## src/rtl/timebase_pkg.sv

```systemverilog
// Shared types, reset defaults and the config validity rule for the timebase controller.
package timebase_pkg;

    typedef enum logic [1:0] {IDLE, RUN_HIGH, RUN_LOW} tb_state_t;

    localparam int DEF_HIGH_C   = 500;
    localparam int DEF_PERIOD_C = 10000;

    // A usable config needs at least one high and one low cycle per period.
    function automatic logic cfg_ok(input logic [31:0] high, input logic [31:0] period);
        return (period >= 32'd2) && (high >= 32'd1) && (high <= period - 32'd1);
    endfunction

endpackage

```

## src/rtl/tb_period_counter.sv

```systemverilog
// Wrapping cycle counter: counts 0..limit_i, flags the last cycle, clears synchronously.
module tb_period_counter #(
    parameter int CNT_W = 14
) (
    input  logic             clk,
    input  logic             rst,
    input  logic             clr_i,
    input  logic             en_i,
    input  logic [CNT_W-1:0] limit_i,
    output logic [CNT_W-1:0] cnt_o,
    output logic             at_last_o
);

    logic [CNT_W-1:0] cnt_q, cnt_d;

    assign at_last_o = (cnt_q == limit_i);
    assign cnt_o     = cnt_q;

    always_comb begin
        cnt_d = cnt_q;
        if (clr_i)
            cnt_d = '0;
        else if (en_i)
            cnt_d = at_last_o ? '0 : cnt_q + CNT_W'(1);
    end

    always_ff @(posedge clk) begin
        if (rst) cnt_q <= '0;
        else     cnt_q <= cnt_d;
    end

endmodule

```

## src/rtl/timebase_ctrl.sv

```systemverilog
// Programmable timebase: divided waveform plus period ticks, with config changes
// deferred to period boundaries so the waveform never glitches.
module timebase_ctrl
    import timebase_pkg::*;
#(
    parameter int CNT_W      = 14,
    parameter int DEF_HIGH   = DEF_HIGH_C,
    parameter int DEF_PERIOD = DEF_PERIOD_C
) (
    input  logic             clk,
    input  logic             rst,
    input  logic             start,
    input  logic             stop,
    input  logic             cfg_valid,
    output logic             cfg_ready,
    input  logic [CNT_W-1:0] cfg_high,
    input  logic [CNT_W-1:0] cfg_period,
    output logic             cfg_err,
    output logic             wave_out,
    output logic             tick,
    output logic             edge_rise,
    output logic             busy
);

    tb_state_t        state_q, state_d;
    logic [CNT_W-1:0] high_q, period_q, sh_high_q, sh_period_q;
    logic             pend_q, stop_pend_q, err_q;
    logic [CNT_W-1:0] cnt;
    logic             at_last;
    logic             running, boundary, go_idle, xfer, cfg_good;

    assign running  = (state_q != IDLE);
    assign boundary = (state_q == RUN_LOW) && at_last;
    assign go_idle  = boundary && (stop_pend_q || stop);
    assign xfer     = cfg_valid && cfg_ready;
    assign cfg_good = cfg_ok(32'(cfg_high), 32'(cfg_period));

    // Held clear in IDLE so the first running cycle always starts at cnt=0.
    tb_period_counter #(.CNT_W(CNT_W)) u_cnt (
        .clk      (clk),
        .rst      (rst),
        .clr_i    (!running),
        .en_i     (running),
        .limit_i  (period_q - CNT_W'(1)),
        .cnt_o    (cnt),
        .at_last_o(at_last)
    );

    always_comb begin
        state_d = state_q;
        case (state_q)
            IDLE:     if (start && !stop) state_d = RUN_HIGH;
            RUN_HIGH: if (cnt == high_q - CNT_W'(1)) state_d = RUN_LOW;
            RUN_LOW:  if (at_last) state_d = go_idle ? IDLE : RUN_HIGH;
            default:  state_d = IDLE;
        endcase
    end

    assign wave_out  = (state_q == RUN_HIGH);
    assign edge_rise = (state_q == RUN_HIGH) && (cnt == '0);
    assign tick      = boundary;
    assign busy      = running;
    assign cfg_ready = !pend_q;
    assign cfg_err   = err_q;

    always_ff @(posedge clk) begin
        if (rst) begin
            state_q     <= IDLE;
            high_q      <= CNT_W'(DEF_HIGH);
            period_q    <= CNT_W'(DEF_PERIOD);
            sh_high_q   <= '0;
            sh_period_q <= '0;
            pend_q      <= 1'b0;
            stop_pend_q <= 1'b0;
            err_q       <= 1'b0;
        end else begin
            state_q     <= state_d;
            err_q       <= xfer && !cfg_good;
            stop_pend_q <= running && !go_idle && (stop_pend_q || stop);
            // A shadow left pending when the run stopped is applied on the next idle cycle.
            if (pend_q && (boundary || !running)) begin
                high_q   <= sh_high_q;
                period_q <= sh_period_q;
                pend_q   <= 1'b0;
            end else if (xfer && cfg_good) begin
                if (!running) begin
                    high_q   <= cfg_high;
                    period_q <= cfg_period;
                end else begin
                    sh_high_q   <= cfg_high;
                    sh_period_q <= cfg_period;
                    pend_q      <= 1'b1;
                end
            end
        end
    end

endmodule

```

## config.mk

```make
export PLATFORM = sky130hd
export DESIGN_NAME = timebase_ctrl
export DESIGN_NICKNAME = d
export VERILOG_FILES = /design/src/rtl/timebase_pkg.sv /design/src/rtl/tb_period_counter.sv /design/src/rtl/timebase_ctrl.sv
export SDC_FILE = /design/constraint.sdc
export NUM_CORES = 1
export LEC_CHECK = 0
export ABC_CLOCK_PERIOD_IN_PS = 6000
export CAP_MARGIN = 20
export CORE_UTILIZATION = 55
export CTS_BUF_LIST = sky130_fd_sc_hd__clkbuf_4 sky130_fd_sc_hd__clkbuf_8
export DETAILED_ROUTE_END_ITERATION = 6
export HOLD_SLACK_MARGIN = 0.06
export PLACE_DENSITY_LB_ADDON = 0.2
export SLEW_MARGIN = 0
export SYNTH_ARGS = -nofsm -noshare
export SYNTH_HDL_FRONTEND = slang
export SYNTH_SLANG_ARGS = --single-unit
```

## constraint.sdc

```tcl
create_clock -name clk -period 6 [get_ports clk]
set_clock_uncertainty 0.1 [all_clocks]
set_input_delay 1.5 -clock clk [delete_from_list [all_inputs] [get_ports clk]]
set_output_delay 1.5 -clock clk [all_outputs]
set_load 0.005 [all_outputs]
```

-- After elaboration in Yosys (flattened, before gate mapping)
Index checks and enable logic that the tools add are counted.
- register bits after elaboration: 75
- input port bits: 33
- output and inout bits: 6
- logic and storage cells: 66
- add/subtract/negate cells: 4
- magnitude comparators: 3
- equal/unequal tests: 8
- multiplexer cells: 11
- bitwise logic cells: 2
- reduce and logical (&&, ||, !) cells: 29
- operators by type and width (cell ; number):
    14-bit two-way mux ; 6
    14-bit by 32-bit less-or-equal comparator with 1-bit output ; 1
    14-bit equality test ; 2
    14-bit by 1-bit subtractor with 14-bit output (second input constant) ; 2
    14-bit by 1-bit subtractor with 15-bit output (second input constant) ; 1
    14-bit by 1-bit adder with 14-bit output (second input constant) ; 1
    14-bit by 1-bit greater-or-equal comparator with 1-bit output (second input constant) ; 1
    14-bit by 2-bit greater-or-equal comparator with 1-bit output (second input constant) ; 1
    14-bit logical NOT ; 1
    1-bit logical AND ; 12
    2-bit two-way mux ; 3
    2-bit one-hot mux with 3 select lines ; 1
    3-bit AND reduction ; 2
    1-bit logical NOT ; 5
    2-bit by 1-bit inequality test with 1-bit output (second input constant) ; 2
    2-bit inequality test (second input constant) ; 2
    2-bit AND reduction ; 2
    2-bit nonzero test ; 2
    3-bit OR reduction ; 1
    2-bit by 1-bit equality test with 1-bit output (second input constant) ; 1
    2-bit equality test (second input constant) ; 1
    2-bit logical NOT ; 1
    1-bit logical OR ; 2
    1-bit NOT ; 2
    2 further kinds ; 2

-- Depth between registers and ports, before layout
- depth after elaboration: 7
- mapped depth: 16
- depth with buffers taken out: 14

-- Modules after synthesis
Synthesis repeated with hierarchy kept, for this count alone.
- cell total of the unflattened synthesis: 638
- area, all modules: 5542.8 sq um
- modules (own cells, without submodules) (module ; instances ; cells an instance ; area each (sq um) ; sequential area each (sq um)):
    timebase_ctrl ; 1 ; 529 ; 4558.1 ; 1221.2
    tb_period_counter ; 1 ; 109 ; 984.7 ; 280.3

-- Least setup slack after synthesis
No wires, ideal clock.
- path type: input-to-reg
- start: in cfg_period[6]
- end: reg sh_high_q[0]
- setup time: 0.132 ns
- arrival: 4.541 ns
- data required time: 5.768 ns
- setup slack: 1.227 ns
- stages on the path: 15
- buffers on the path: 2
- cell sequence: or4_1 or3_1 nor3_1 xnor2_1 ha_1 and4_1 nand3_1 o32a_1 a21oi_1 a21oi_1 or3_1 buf_2 buf_2 nand2_1 a21oi_1
- longest elaborated chain between the ends: 5
- elaborated cells on any way between the ends: 7
- classes of those cells: 1 x add/sub; 2 x order compare; 4 x reduce/logical
- RTL lines (element ; RTL line ; source):
    from (decl) ; timebase_ctrl.sv:17 ; input logic [CNT_W-1:0] cfg_period,
    14-bit by 1-bit subtractor with 15-bit output / 14-bit by 2-bit greater-or-equal comparator with 1-bit output (equally long branches) ; timebase_pkg.sv:11 ; return (period >= 32'd2) && (high >= 32'd1) && (high <= period - 32'd1);
    14-bit by 32-bit less-or-equal comparator with 1-bit output / 1-bit logical AND (equally long branches) ; timebase_pkg.sv:11 ;
    1-bit logical AND (*) ; timebase_pkg.sv:11 ;
    1-bit logical AND (*) ; timebase_ctrl.sv:85 ; end else if (xfer && cfg_good) begin
    3-bit AND reduction (no line) (*) ; n/a ;
    to (signal assigned) ; timebase_ctrl.sv:90 ; sh_high_q <= cfg_high;
    to (decl) ; timebase_ctrl.sv:26 ; logic [CNT_W-1:0] high_q, period_q, sh_high_q, sh_period_q;
Mark *: on every way between the ends. The rest lies on a longest branch, timed or not.
A chain may end at the register's enable or synchronous reset.

-- Final worst setup path
- start: in cfg_period[6]
- end: reg pend_q
- longest elaborated chain between the ends: 5
- elaborated cells on any way between the ends: 7
- classes of those cells: 1 x add/sub; 2 x order compare; 4 x reduce/logical
- RTL lines (element ; RTL line ; source):
    14-bit by 1-bit subtractor with 15-bit output / 14-bit by 2-bit greater-or-equal comparator with 1-bit output (equally long branches) ; timebase_pkg.sv:11 ;
    14-bit by 32-bit less-or-equal comparator with 1-bit output / 1-bit logical AND (equally long branches) ; timebase_pkg.sv:11 ;
    1-bit logical AND (*) ; timebase_pkg.sv:11 ;
    1-bit logical AND (*) ; timebase_ctrl.sv:85 ;
    2-bit AND reduction (no line) (*) ; n/a ;
    to (signal assigned) ; timebase_ctrl.sv:73 ; pend_q <= 1'b0;
    to (signal assigned) ; timebase_ctrl.sv:84 ; pend_q <= 1'b0;
    to (signal assigned) ; timebase_ctrl.sv:92 ; pend_q <= 1'b1;
    to (decl) ; timebase_ctrl.sv:27 ; logic pend_q, stop_pend_q, err_q;
Marks and branches as above.

==> reports/results.ini <==
[detailed_routing]
vias_per_cell = 6.086
drtIter0Drc = 292
dr.pass1.iters = 5
drc_errors = 0
drt-total-wl_um = 12310
vias = 4327
wl_per_cell_um = 17.31
final_antenna_net_count = 0

[critical_path]
crit_family = simple AND/OR/NAND/NOR gates
cp_data_required_time_ps = 6150
arrival_ps = 5390
crit_buf_inv = 2
crit_chain = clkdlybuf4s50_1, or4_1, or3_1, nor3_1, xnor2_1, ha_1, and4_1, nand3_1, o32a_1, a21oi_1, a21oi_1, or3_1, buf_4, a221oi_1
crit_slowest_cell = or4_1
max_stage_delay_ps = 630
crit_path_start_kind = primary input
critical_path_peak_fanout = 11
end_kind = flip-flop
path_class = in -> reg

[logic_synthesis]
async_flop_share = 0
ys_seq_elements = 75
synth-edff-count = 0
seq_area_frac_synth = 0.3187
synthCells = 582
synth_top_area_frac = 0.3187
synthesis.area_sq_um = 4711
synth_fp_nets = 635
synth_top_cell_by_area = dfxtp_1
synth_common_cells = 75 x dfxtp_1, 70 x nand2_1, 64 x nor2_1, 50 x a21oi_1
synth_ff_type = dfxtp_1
yosysWarningCount = 0
synth_cell_types = 50
synth_area_leaders = dfxtp_1 32%, mux2i_1 6.2%, nand2_1 5.6%
synth_most_common_cell = dfxtp_1
avgSynthCellArea_sq_um = 8.094

[run_status]
status = completed

[hold_path]
hold_path_class = reg -> reg

[clock_tree]
cts-root-buf = clkbuf_8
clkLatencyLatePin_ps = 350
post_cts_resized = 0
tritoncts = yes
clockBufferDepth = 2
cts_num_sinks = 75
cts-htree-levels = 3
cts_hold_buf = 0
cts_setup_buffers = 0
clk_pin_slew_ps = 80
cts_made_buffers = 9

[global_routing]
busiest_layer = met2
use_met2 = 0.4801
antenna_found_initial = 0
met3_usage = 0.04750
grt_max_degree = 75
grt_usage = 0.2922
gr-total-overflow = 0
met1_usage = 0.3867
grt_pass1_vias = 3969
grt_pass1_wl_um = 19920

[timing]
drv_slew = 0
worst_slack_ps = 762.7
setup_viol = 0
hold_viol = 0
max_freq_mhz = 190.9
tns_ps = 0
rsz0062_at_grt = no
fin_crit_ps = 5237
period_share = 0.8729
relSlewSlack = 0.3681
worstMarginPinSlew_ps = 944.4

[cells_and_area]
fin_area_sq_um = 5299
final_util = 0.6417
nets = 654
antennaDiodeCount = 0
synthToLayoutAreaGrowth_pct = 12.48
drive_above_1_share = 0.08251
final_cells = 711

[place]
hpwl_um = 8942
gp_congestion = 0.8458
io_buffers = 38
dpl-instance-area_sq_um = 5101
post-place-cells = 695
dp_slack_ps = 425.9

[floorplan]
initial_core_util = 0.5705
dieArea_sq_um = 8939
die_x_um = 94.55
die_y_um = 94.55
design.core.area_sq_um = 8258
rows = 33
ioPinCount = 39

[power]
ir_drop_mv = 0.1246
p_per_area_nw_per_um2 = 234.7
leakagePower_nw = 2.055

[flow_run]
cap_violations = 0

-- registers in the layout, indices dropped and copies added (netlist names) --
signal       cells
state_q          2
high_q          14
pend_q           1
sh_period_q     14
period_q        14
stop_pend_q      1
cfg_err          1
sh_high_q       14
u_cnt.cnt_o     14
-- cells in the final DEF, fill, tap and decap left out, types with 2 or more instances in the layout --
| master | synthesis | final |
|---|---|---|
| inv_1 | 14 | 14 |
| ha_1 | 20 | 20 |
| dfxtp_1 | 75 | 75 |
| nor2_1 | 64 | 64 |
| o21ai_0 | 7 | 7 |
| clkinvlp_4 | 0 | 3 |
| mux2i_1 | 29 | 29 |
| a221oi_2 | 6 | 6 |
| nor4b_1 | 2 | 2 |
| clkbuf_8 | 0 | 9 |
| or4_1 | 3 | 3 |
| o211ai_1 | 2 | 2 |
| a21oi_1 | 50 | 50 |
| nand3b_1 | 2 | 2 |
| a221oi_1 | 9 | 9 |
| nor3b_1 | 3 | 3 |
| nand2_1 | 70 | 70 |
| a21o_1 | 2 | 2 |
| nand2b_1 | 4 | 4 |
| nand4_1 | 6 | 6 |
| o31ai_1 | 2 | 2 |
| a31o_2 | 11 | 11 |
| buf_4 | 1 | 6 |
| or3_1 | 5 | 5 |
| nor4_1 | 14 | 14 |
| o21a_1 | 4 | 4 |
| xor2_1 | 29 | 29 |
| nor2b_1 | 3 | 3 |
| clkdlybuf4s50_1 | 0 | 37 |
| nor3_1 | 26 | 26 |
| a31oi_1 | 5 | 5 |
| or2_2 | 2 | 2 |
| and4_1 | 5 | 5 |
| nand2_4 | 2 | 2 |
| nand3_1 | 13 | 13 |
| a211oi_1 | 9 | 9 |
| and3_1 | 10 | 10 |
| xnor2_1 | 27 | 27 |
-- tightest hold or removal path, delay by kind of cell (launching register included) --
family	cells	cell delay (ps)
compound gates	1	50
flops	1	320
simple gates	1	50
-- metrics by stage --
step	power, mW	hold slack, ps
detailed placement	0.8576	347.7
CTS	1.248	360.5
finish	1.244	357.7
global route	1.308	382.3
global placement	0.8485	341.8
floorplan	0.7683	336.7
-- power breakdown --
| part | total, mW | internal (mW) | switching, mW |
|---|---|---|---|
| registers | 0.577 | 0.530 | 0.0469 |
| logic | 0.273 | 0.127 | 0.146 |
| clock network | 0.393 | 0.197 | 0.197 |
| total | 1.24 | 0.854 | 0.390 |
-- worst paths after layout --
kind	from	end	slack, ps	depth (start not counted)
hold / removal	sh_high_q[10]	sh_high_q[10]	360	2
setup reg to reg	period_q[0]	period_q[5]	2430	8
hold reg to reg	sh_high_q[10]	sh_high_q[10]	360	2
setup / recovery	cfg_period[6]	pend_q	760	14
-- cell type report --
| type | instances | area, sq um |
|---|---|---|
| timing repair buffer | 44 | 420.4 |
| sequential | 75 | 1501 |
| clock inverter | 6 | 66.31 |
| clock buffer | 10 | 131.4 |
| tap | 105 | 131.4 |
| multi-input combinational | 457 | 2995 |
| fill | 765 | 2959 |
| inverter | 14 | 52.55 |
-- logic make-up (layout without fill, tap and decap cells) --
family | after synthesis | in the layout | share of synthesized area
buffers and inverters | 50 | 74 | 0.04542
adders and majority gates | 20 | 20 | 0.05312
DFF | 75 | 75 | 0.3187
and+or+nand+nor | 238 | 238 | 0.2457
xor gates and xnor gates | 56 | 56 | 0.1041
muxes | 29 | 29 | 0.06162
AOI/OAI and AO/OA | 114 | 114 | 0.1713
-- layer usage --
layer / part of all wire / vias up / routed length, um
li1: - / 2119 / -
met1: 0.47 / 2055 / 5747
met2: 0.47 / 133 / 5774
met3: 0.045 / 20 / 551
met4: 0.019 / 0 / 236
met5: 0 / - / 0
Power figures use the tool's default switching activity.
